$ cat config.mk
export PLATFORM = sky130hd
export DESIGN_NAME = multi_accumulate
export DESIGN_NICKNAME = d
export VERILOG_FILES = /design/src/rtl/accum_pkg.sv /design/src/rtl/accum_lane.sv /design/src/rtl/multi_accumulate.sv
export SDC_FILE = /design/constraint.sdc
export NUM_CORES = 1
export LEC_CHECK = 0
export CAP_MARGIN = 5
export CELL_PAD_IN_SITES_DETAIL_PLACEMENT = 1
export CELL_PAD_IN_SITES_GLOBAL_PLACEMENT = 1
export CORE_AREA = 2 2 125 127
export DETAILED_ROUTE_END_ITERATION = 8
export DIE_AREA = 0 0 127 129
export PLACE_DENSITY = 0.76
export SYNTH_ARGS = -nofsm -noshare
export SYNTH_HDL_FRONTEND = slang
export SYNTH_SLANG_ARGS = --single-unit
$ cat constraint.sdc
create_clock -name clk -period 2.85 [get_ports clk]
set_input_delay 0.855 -clock clk [delete_from_list [all_inputs] [get_ports clk]]
set_output_delay 0.855 -clock clk [all_outputs]
set_load 0.05 [all_outputs]
$ cat src/rtl/accum_pkg.sv
// ============================================================================
//  Module      : accum_pkg
//  Description : Shared constants for the multi-channel accumulator: the
//                arithmetic mode selectors and the dump FSM state encoding.
//  Revision    : 1.0 - initial release
// ============================================================================
`default_nettype none

package accum_pkg;

  // Arithmetic behaviour of every accumulator lane
  localparam int MODE_WRAP = 0;  // modulo 2^WIDTH, flag on signed overflow
  localparam int MODE_SAT  = 1;  // clamp to [LOW, HIGH], flag on clamping

  // Top-level controller states
  typedef enum logic [0:0] {
    ST_IDLE = 1'b0,  // accepting samples
    ST_DUMP = 1'b1   // streaming sums out, samples blocked
  } state_e;

endpackage

`default_nettype wire

$ cat src/rtl/accum_lane.sv
// ============================================================================
//  Module      : accum_lane
//  Description : One accumulator channel: a signed sum register, a sticky
//                overflow/saturation flag and a wrap-or-saturate adder.
//  Ports       : clk, rst      - clock / synchronous active-high reset
//                add_en_i      - add add_i into the sum on this edge
//                add_i         - signed addend
//                clear_i       - return sum to LOW and drop the flag
//                sum_o, ovf_o  - current sum and sticky flag
//  Revision    : 1.0 - initial release
// ============================================================================
`default_nettype none

module accum_lane
  import accum_pkg::*;
#(
  parameter int                      WIDTH = 16,
  parameter int                      MODE  = MODE_WRAP,
  parameter logic signed [WIDTH-1:0] HIGH  = {1'b0, {(WIDTH-1){1'b1}}},
  parameter logic signed [WIDTH-1:0] LOW   = {1'b1, {(WIDTH-1){1'b0}}}
) (
  input  logic                    clk,
  input  logic                    rst,
  input  logic                    add_en_i,
  input  logic signed [WIDTH-1:0] add_i,
  input  logic                    clear_i,
  output logic signed [WIDTH-1:0] sum_o,
  output logic                    ovf_o
);

  // Bounds sign-extended to the adder width so the clamp compares are exact
  localparam logic signed [WIDTH:0] HIGH_X = {HIGH[WIDTH-1], HIGH};
  localparam logic signed [WIDTH:0] LOW_X  = {LOW[WIDTH-1], LOW};

  logic signed [WIDTH-1:0] sum_q, sum_d;
  logic                    ovf_q, ovf_d;
  logic signed [WIDTH:0]   wide_sum;

  // One extra bit of headroom: the true sum of two WIDTH-bit values always fits
  assign wide_sum = {sum_q[WIDTH-1], sum_q} + {add_i[WIDTH-1], add_i};

  always_comb begin
    sum_d = sum_q;
    ovf_d = ovf_q;
    if (clear_i) begin
      sum_d = LOW;
      ovf_d = 1'b0;
    end else if (add_en_i) begin
      if (MODE == MODE_SAT) begin
        if (wide_sum > HIGH_X) begin
          sum_d = HIGH;
          ovf_d = 1'b1;
        end else if (wide_sum < LOW_X) begin
          sum_d = LOW;
          ovf_d = 1'b1;
        end else begin
          sum_d = wide_sum[WIDTH-1:0];
        end
      end else begin
        sum_d = wide_sum[WIDTH-1:0];
        // Top two bits disagree exactly when the result left WIDTH-bit range
        if (wide_sum[WIDTH] != wide_sum[WIDTH-1]) begin
          ovf_d = 1'b1;
        end
      end
    end
  end

  always_ff @(posedge clk) begin
    if (rst) begin
      sum_q <= LOW;
      ovf_q <= 1'b0;
    end else begin
      sum_q <= sum_d;
      ovf_q <= ovf_d;
    end
  end

  assign sum_o = sum_q;
  assign ovf_o = ovf_q;

endmodule

`default_nettype wire

$ cat src/rtl/multi_accumulate.sv
// ============================================================================
//  Module      : multi_accumulate
//  Description : CHANNELS independent signed accumulators fed by a
//                valid/ready sample port; on request all sums are streamed
//                out in channel order over a valid/ready dump port.
//  Ports       : clk, rst                  - clock / sync active-high reset
//                in_valid_i, in_ready_o    - sample handshake (ready in IDLE)
//                in_chan_i, in_add_i       - target channel and signed addend
//                dump_req_i                - start a dump (IDLE only)
//                out_valid_o, out_ready_i  - dump word handshake
//                out_chan_o, out_sum_o,
//                out_ovf_o, out_last_o     - dump word contents
//                busy_o                    - dump in progress
//  Revision    : 1.0 - initial release
// ============================================================================
`default_nettype none

module multi_accumulate
  import accum_pkg::*;
#(
  parameter int                      WIDTH         = 16,
  parameter int                      CHANNELS      = 4,
  parameter int                      MODE          = MODE_WRAP,
  parameter logic signed [WIDTH-1:0] HIGH          = {1'b0, {(WIDTH-1){1'b1}}},
  parameter logic signed [WIDTH-1:0] LOW           = {1'b1, {(WIDTH-1){1'b0}}},
  parameter bit                      CLEAR_ON_DUMP = 1'b1,
  localparam int                     CW            = (CHANNELS > 1) ? $clog2(CHANNELS) : 1
) (
  input  logic                    clk,
  input  logic                    rst,
  input  logic                    in_valid_i,
  output logic                    in_ready_o,
  input  logic [CW-1:0]           in_chan_i,
  input  logic signed [WIDTH-1:0] in_add_i,
  input  logic                    dump_req_i,
  output logic                    out_valid_o,
  input  logic                    out_ready_i,
  output logic [CW-1:0]           out_chan_o,
  output logic signed [WIDTH-1:0] out_sum_o,
  output logic                    out_ovf_o,
  output logic                    out_last_o,
  output logic                    busy_o
);

  state_e            state_q, state_d;
  logic [CW-1:0]     chan_q, chan_d;

  logic                    accept;
  logic                    last_word;
  logic                    dump_done;
  logic                    clear_all;
  logic signed [WIDTH-1:0] lane_sum [CHANNELS];
  logic [CHANNELS-1:0]     lane_ovf;

  assign accept    = in_valid_i && (state_q == ST_IDLE);
  assign last_word = (chan_q == CW'(CHANNELS - 1));
  assign dump_done = (state_q == ST_DUMP) && out_ready_i && last_word;
  assign clear_all = dump_done && CLEAR_ON_DUMP;

  // Out-of-range channel numbers match no lane, so such samples vanish
  genvar gi;
  generate
    for (gi = 0; gi < CHANNELS; gi++) begin : g_lane
      accum_lane #(
        .WIDTH (WIDTH),
        .MODE  (MODE),
        .HIGH  (HIGH),
        .LOW   (LOW)
      ) u_lane (
        .clk      (clk),
        .rst      (rst),
        .add_en_i (accept && (in_chan_i == CW'(gi))),
        .add_i    (in_add_i),
        .clear_i  (clear_all),
        .sum_o    (lane_sum[gi]),
        .ovf_o    (lane_ovf[gi])
      );
    end
  endgenerate

  always_ff @(posedge clk) begin
    if (rst) begin
      state_q <= ST_IDLE;
      chan_q  <= '0;
    end else begin
      state_q <= state_d;
      chan_q  <= chan_d;
    end
  end

  always_comb begin
    state_d     = state_q;
    chan_d      = chan_q;
    out_valid_o = 1'b0;
    out_last_o  = 1'b0;
    case (state_q)
      ST_IDLE: begin
        chan_d = '0;
        if (dump_req_i) begin
          state_d = ST_DUMP;
        end
      end
      ST_DUMP: begin
        out_valid_o = 1'b1;
        out_last_o  = last_word;
        // Channel pointer only moves on a handshake, so a stalled word holds
        if (out_ready_i) begin
          if (last_word) begin
            state_d = ST_IDLE;
            chan_d  = '0;
          end else begin
            chan_d = chan_q + CW'(1);
          end
        end
      end
      default: begin
        state_d = ST_IDLE;
        chan_d  = '0;
      end
    endcase
  end

  // Word mux; chan_q is always a valid channel
  always_comb begin
    out_sum_o = '0;
    out_ovf_o = 1'b0;
    for (int i = 0; i < CHANNELS; i++) begin
      if (chan_q == CW'(i)) begin
        out_sum_o = lane_sum[i];
        out_ovf_o = lane_ovf[i];
      end
    end
  end

  assign out_chan_o = chan_q;
  assign in_ready_o = (state_q == ST_IDLE);
  assign busy_o     = (state_q == ST_DUMP);

endmodule

`default_nettype wire
==> reports/metrics.yaml <==
status: "completed"
relSlewSlack: 0.670
initial_utilization: 0.396
timing.final.crit_share: 0.994
first_global_vias: 7199
required_ns: 2.00
grt.total_usage: 0.276
wl_met3_um: 664
first_pass_iters: 4
finClkSkew_ns: 0.00858
layout_commonest_cell: "buf_4"
cts_buffers: 9
power.total_mw: 3.08
max_cap_violations: 0
grt-ovfl-total: 0
io_pins: 46
syn_nets: 890
crit_end: "out_sum_o[6]"
root_buffer: "clkbuf_16"
mostFrequentLayoutCells: "buf_4 (148), nand2_1 (112), nor2_1 (89)"
route.top_layer_used: "met4"
async_flop_share: 0
finalNetCount: 1066
yosys_warnings: 0
dpl_worst_slack_ns: -0.833
rows: 45
vias: 6648
worstRegToRegCells: 9
worst_setup_path_end_kind: "primary output"
cts_buffer_depth: 2
hold_start: "g_lane[0].u_lane.ovf_o"
antenna_found_initial: 0
leakagePower_nw: 3.72
ys_ff_latch: 71
fmax_mhz: 353
wl_met1_mm: 9.58
crit_path_start: "out_chan_o[1]"
drt-initial-drc-count: 314
fin_ws_ns: 0.0178
core_um2: 15000
clkSlewWorstSetupHoldPaths_ns: 0.06
vdd_ir_drop_max_v: 0.000394
rsz0062_at_grt: "yes"
gp_congestion: 0.933
die_w_um: 127
drive_above_1_share: 0.293
synth_cell_types: 64
remaining_drc_errors: 0
viasPerCell: 5.71
clk_latency_ns: 0.36
avgRoutedWirePerCell_um: 19.5
grt_max_degree: 35
r2r_start: "g_lane[1].u_lane.sum_o[0]"
final_cells: 1164
dr_wl_met2_mm: 11.5
arrival_ns: 1.98
cts_tree: "done"
postSynthAreaPerCell_um2: 7.47
rr_endpoint: "g_lane[1].u_lane.ovf_o"
final_core_util: 0.574
ant_nets: 0
yosysTopAreaCell: "dfxtp_1"
critical_path.startpoint_type: "flip-flop"
netlist_instances: 795
die_y_um: 129
hold_path_class: "flip-flop to flip-flop"
max_slew.worst_pin.slew_ns: 0.493
synth_ff_type: "dfxtp_1"
powerDensity_nw_per_um2: 359
dp_hpwl_mm: 16.8
crit_type: "flip-flop to primary output"
cts_hold_buf: 0
clock-sinks: 71
die_area_um2: 16400
r2r_slack_ns: 0.45
htree_levels: 3
synth_edf_count: 0
synth.area.top_cells: "dfxtp_1 (24%), ha_1 (14%), a21oi_1 (8.8%)"
fin_crit_ns: 2.83
area_delta_synth_final_pct: 44.8
cp_max_fo: 9
grt_pass1_wl_mm: 35.8
netlist_area_um2: 5940
setup_viol: 0
hold_violations: 0
insertedDiodeCount: 0
synth_top_area_share: 0.239
post-place-cells: 1139
routed_wl_mm: 22.7
slew_violations: 0
ys_seq_area_frac: 0.239
port_buffers: 45
whs_ns: 0.452
[power by group]
| part | internal (mW) | leakage (nW) | switching [mW] |
|---|---|---|---|
| Combinational | 0.427 | 3.01 | 0.502 |
| Clock | 0.608 | 0.138 | 0.487 |
| Sequential | 1.03 | 0.578 | 0.0340 |
[cell usage after synthesis, types with 14 or more instances]
| cell | count |
|---|---|
| clkbuf_1 | 29 |
| o21ai_1 | 15 |
| nor2_1 | 94 |
| dfxtp_1 | 71 |
| a21o_1 | 18 |
| o21a_1 | 16 |
| a211oi_1 | 23 |
| inv_1 | 14 |
| o21ai_0 | 47 |
| nand2_1 | 112 |
| nor3_1 | 18 |
| a21oi_1 | 104 |
| ha_1 | 68 |
| xnor2_1 | 33 |
[layout make-up]
cell class	count	area [µm²]
timing repair buffer	199	1840
tap	188	235
inverter	14	57.6
clock buffer	10	239
clock inverter	6	36.3
multi-input combinational	676	4760
sequential	71	1430
fill	1802	6380
[state kept, by name, indices dropped and copies added, names as in the netlist]
name / count
busy_o: 1
g_lane.u_lane.ovf_o: 4
out_chan_o: 2
g_lane.u_lane.sum_o: 64
[metal layers]
| layer | global-route usage | up-vias |
|---|---|---|
| met4 | 0.131 | 0 |
| met3 | 0.0470 | 61 |
| met2 | 0.504 | 126 |
| met1 | 0.315 | 3223 |
| met5 | 0 | - |
| li1 | - | 3238 |
[how the worst min path moves through the flow]
stage | endpoint | slack, ns | depth (start not counted)
after global routing | g_lane[0].u_lane.ovf_o | 0.49 | 2
final | g_lane[0].u_lane.ovf_o | 0.45 | 2
after floorplan | g_lane[0].u_lane.ovf_o | 0.43 | 2
after global placement | g_lane[0].u_lane.ovf_o | 0.44 | 2
after detailed placement | g_lane[0].u_lane.ovf_o | 0.44 | 2
after CTS | g_lane[0].u_lane.ovf_o | 0.45 | 2
[through the flow]
step	TNS (ns)	area [µm²]
after floorplan	-0.985	6040
after global routing	-0.261	8600
after CTS	-0.0189	8400
after global placement	-19.67	7880
after detailed placement	-24.11	7880
final	0	8600
[cell families after synthesis]
| kind of cell | count (synthesis) | synth area share |
|---|---|---|
| xor+xnor | 43 | 0.0634 |
| flops | 71 | 0.239 |
| compound gates | 285 | 0.307 |
| buf+inv | 48 | 0.0312 |
| fa+ha+maj | 72 | 0.157 |
| simple gates | 273 | 0.197 |
| mux | 3 | 0.00506 |
[critical path, cell delays in order, from the launching register on]
cell     delay (ns)
dfxtp_4        0.36
inv_4          0.08
ha_4           0.18
buf_12         0.14
nand2_1        0.06
nor2_1         0.17
a21oi_1        0.07
nor2_1         0.13
a21oi_1        0.09
o21ai_2        0.18
buf_12         0.16
[timing repair]
action,CTS,global route
setup endpoints to repair,51,36
resized for setup,66,32
setup buffers,5,2
pin swaps,21,19
gates cloned,0,2
Note: power is estimated with default switching activity, not from simulation.
==> RTL change 1: new RTL, same flow settings <==
Change the parameter `CHANNELS` from 4 to 8.
--- a/src/rtl/multi_accumulate.sv
+++ b/src/rtl/multi_accumulate.sv
@@ -21,3 +21,3 @@
   parameter int                      WIDTH         = 16,
-  parameter int                      CHANNELS      = 4,
+  parameter int                      CHANNELS      = 8,
   parameter int                      MODE          = MODE_WRAP,
Ports: changed (resized in_chan_i and out_chan_o); port bits go from 46 to 48. The function was not compared with the original's and may differ.
==> RTL change 1 against the original RTL <==
- the run now fails in 3_1_place_gp_skip_io
- area after synthesis up 93%
==> RTL change 1: results (changes against the original RTL) <==
Run status
  • Status: did not finish (was complete, no violations)
  • Halt Stage: 3_1_place_gp_skip_io
  • Log Error: [ERROR GPL-0301] Utilization 119.742 % exceeds 100%.

Synthesis
  • XOR/XNOR Fraction of Synth Area: 7.32% (was 6.34%)
  • YS warnings: 0 (unchanged)
  • Post-Synth Adder-Cell Area: 16.0% (was 15.7%)
  • Mux contribution to synthesized area: 0.534% (was 0.506%)
  • Flops & latches, synth: 140 (was 71)
  • Net Count, Synth: 1688 (was 890)
  • Sequential-to-total area share from yosys stat: 24.4% (was 23.9%)
  • Syn avg cell area: 7.54 sq um (was 7.47 sq um)
  • Compound-Gate Fraction of Synth Area: 29.3% (was 30.7%)
  • Synth Flop Type: dfxtp_1 (unchanged)
  • Dominant cells by area after synthesis: dfxtp_1, ha_1, nand2_1 (was dfxtp_1, ha_1, a21oi_1)
  • Most frequent cells after synthesis: nand2_1, a21oi_1, dfxtp_1 (was nand2_1, a21oi_1, nor2_1)
  • Unique masters post-synth: 69 (was 64)
  • Post-synth ARST share: 0% (unchanged)
[RTL change 1: cell types whose count changed after synthesis, moves of 42 or more]
cell     before  now
ha_1         68  134
nand2_1     112  285
xnor2_1      33   75
dfxtp_1      71  140
a21oi_1     104  196
[RTL change 1: cells by family after synthesis]
family	count (synthesis)
mux	6
xor+xnor	96
buf+inv	97
fa+ha+maj	142
flops	140
compound gates	517
simple gates	524
==> RTL change 2: new RTL, same settings <==
Without the edit above. Make the reset (`rst`) asynchronous in 2 clocked blocks. Comments in the files are not updated.
--- a/src/rtl/accum_lane.sv
+++ b/src/rtl/accum_lane.sv
@@ -68,3 +68,3 @@
 
-  always_ff @(posedge clk) begin
+  always_ff @(posedge clk or posedge rst) begin
     if (rst) begin
--- a/src/rtl/multi_accumulate.sv
+++ b/src/rtl/multi_accumulate.sv
@@ -80,3 +80,3 @@
 
-  always_ff @(posedge clk) begin
+  always_ff @(posedge clk or posedge rst) begin
     if (rst) begin
Formal check against the unedited RTL: differs if rst is asserted again (counterexample within 4 cycles, from zero or initial values and one cycle with rst high); with rst held inactive, the same outputs for 4 cycles.
==> RTL change 2 against the original RTL <==
- the flow now finishes with violations (negative setup slack)
- wire length rose by 38%
- worst hold slack improved by 0.088 ns
- sequential cell count did not move
- cell area rose by 11%
- area after synthesis rose by 6.7%
- worst setup slack got worse by 0.23 ns
- largest cell class unchanged
Power is not compared: it rests on default switching activity, and its combinational part moved more than twofold at a synthesized area within 25%.
==> RTL change 2: results (changes against the original RTL) <==
Worst hold path
  • Min-Delay Startpoint: g_lane[0].u_lane.ovf_o (unchanged)

Timing
  • Final setup margin: -0.213 ns (was 0.0178 ns)
  • Slew of the pin with the lowest slew margin: 0.593 ns (was 0.493 ns)
  • Layout Skew: 0.0198 ns (was 0.00858 ns)
  • Final setup violation count: 16 (was 0)

Global routing
  • M2 GR Usage: 55.1% (was 50.4%)
  • All-Layer GR Usage: 31.3% (was 27.6%)
  • Initial antenna violation count: 0 (unchanged)
  • Met1 Use GR: 38.7% (was 31.5%)
  • Pin count of the biggest net entering global routing: 72 (was 35)
  • Global-route wire length before repair: 40200 um (was 35800 um)
  • Met3 capacity usage during global routing: 4.20% (was 4.70%)
  • Vias in the first global route: 7686 (was 7199)

Synthesis
  • XOR/XNOR Fraction of Synth Area: 6.08% (was 6.34%)
  • Dominant cells by area after synthesis: dfrtp_1, ha_1, o21ai_0 (was dfxtp_1, ha_1, a21oi_1)
  • Post-Synth Adder-Cell Area: 14.7% (was 15.7%)
  • Sequential-to-total area share from yosys stat: 28.1% (was 23.9%)
  • Unique masters post-synth: 69 (was 64)
  • Compound-Gate Fraction of Synth Area: 28.7% (was 30.7%)
  • Most frequent cells after synthesis: o21ai_0, ha_1, nand2_1 (was nand2_1, a21oi_1, nor2_1)
  • Net Count, Synth: 873 (was 890)
  • Post-synth ARST share: 100% (was 0%)
  • Mux contribution to synthesized area: 0.790% (was 0.506%)
  • Syn avg cell area: 8.14 sq um (was 7.47 sq um)
  • Top-area cell type share of the netlist area: 26.5% (was 23.9%)

Placed design
  • Placed cells: 1133 (was 1139)
  • Routability-driven placement congestion ratio: 0.945 (was 0.933)
  • Post-DP HPWL: 17700 um (was 16800 um)
  • Placed Area: 8410 sq um (was 7880 sq um)

Route
  • Via count: 7765 (was 6648)
  • DR WL/cell: 26.7 um (was 19.5 um)
  • DR iter-0 viols: 621 (was 314)
  • Drt pass-1 iters: 5 (was 4)

Worst setup path
  • Max incr delay on CP: 0.33 ns (was 0.36 ns)
  • WP data arrival: 3.27 ns (was 1.98 ns)
  • Critical path origin: in_add_i[5] (was out_chan_o[1])
  • Slowest-stage cell, CP: ha_1 (was dfxtp_4)
  • Crit path max fanout: 3 (was 9)
  • Reg-to-reg startpoint: g_lane[1].u_lane.sum_o[0] (unchanged)

Cells and area
  • Filler Cell Count: 1694 (was 1802)
  • Final Instance Count excl. Fillers: 1177 (was 1164)
  • Fin util: 63.6% (was 57.4%)
  • Layout cells sized above 1: 38.2% (was 29.3%)

Run status
  • Status: complete, but fails checks (was complete, no violations)
  • Violated checks: negative setup slack
-- RTL change 2: changes by cell type after synthesis, sizes merged, moves of 7 or more --
cell    change
nand2      -44
nor2       -36
dfrtp      +67
a21oi      -40
o211ai      +9
dfxtp      -71
inv         +7
nand3      +50
a22o        -8
xor2       +12
a22oi       +8
xnor2      -11
o21ai      +32
-- RTL change 2: logic make-up after synthesis --
group           Yosys count
compound gates          283
xor+xnor                 44
fa+ha+maj                72
buf+inv                  58
simple gates            245
mux                       5
flops                    71
-- RTL change 2: what timing repair did --
item,4_1_cts,5_1_grt
pin swaps,30,41
resized for setup,92,89
buffers inserted,16,10
setup endpoints to repair,45,31
cloned,1,2
-- RTL change 2: final timing paths --
| path | slack (ns) | cells after the start | end |
|---|---|---|---|
| setup / recovery | -0.21 | 12 | g_lane[1].u_lane.sum_o[12] |
| hold / removal | 0.54 | 1 | g_lane[0].u_lane.ovf_o |
| setup reg to reg | 0.11 | 9 | g_lane[1].u_lane.ovf_o |
| hold reg to reg | 0.54 | 1 | g_lane[0].u_lane.ovf_o |
| max in group asynchronous | 1.57 | 3 | g_lane[1].u_lane.sum_o[15] |
| min in group asynchronous | 0.90 | 3 | g_lane[3].u_lane.sum_o[4] |
-- RTL change 2: through the flow --
| step | TNS, ns | worst slack, ns | hold WS (ns) |
|---|---|---|---|
| 6_report | -1.13 | -0.213 | 0.541 |
| 5_1_grt | -1.96 | -0.217 | 0.552 |
| 4_1_cts | 0 | 0.000659 | 0.523 |
| 3_5_place_dp | -19.66 | -0.711 | 0.480 |
| 3_3_place_gp | -14.01 | -0.617 | 0.470 |
| 2_1_floorplan | 0 | 0.0332 | 0.450 |
-- RTL change 2: cell type report --
class | count | area share (%)
clock buffer | 14 | 2.67
clock inverter | 2 | 0.105
inverter | 21 | 0.854
multi-input combinational | 649 | 53.3
sequential | 71 | 18.7
tap | 188 | 2.47
timing repair buffer | 232 | 21.9
-- RTL change 2: routing by layer --
layer  part of all wire, %  wire [um]
met1                    38      11900
met2                    50      15600
met3                   7.6       2380
met4                   5.2       1620
met5                     0          0
-- RTL change 2: worst register-to-register path, delay by kind of cell, from the launching register on --
kind	cells	cell delay (ns)
adder cells (fa/ha/maj)	2	0.62
buffers and inverters	1	0.08
flip-flops	1	0.42
AND/OR/NAND/NOR	1	0.15
AO/OA/AOI/OAI	5	1.35
-- RTL change 2: power by group through the flow --
| stage | clock network (mW) | registers [mW] | logic (mW) |
|---|---|---|---|
| floorplan | 0 | 1.67 | 3.23 |
| global placement | 0 | 1.68 | 5.17 |
| detailed placement | 0 | 1.71 | 5.44 |
| CTS | 1.10 | 1.72 | 5.94 |
| global route | 1.15 | 1.83 | 7.25 |
| finish | 1.13 | 1.80 | 6.91 |
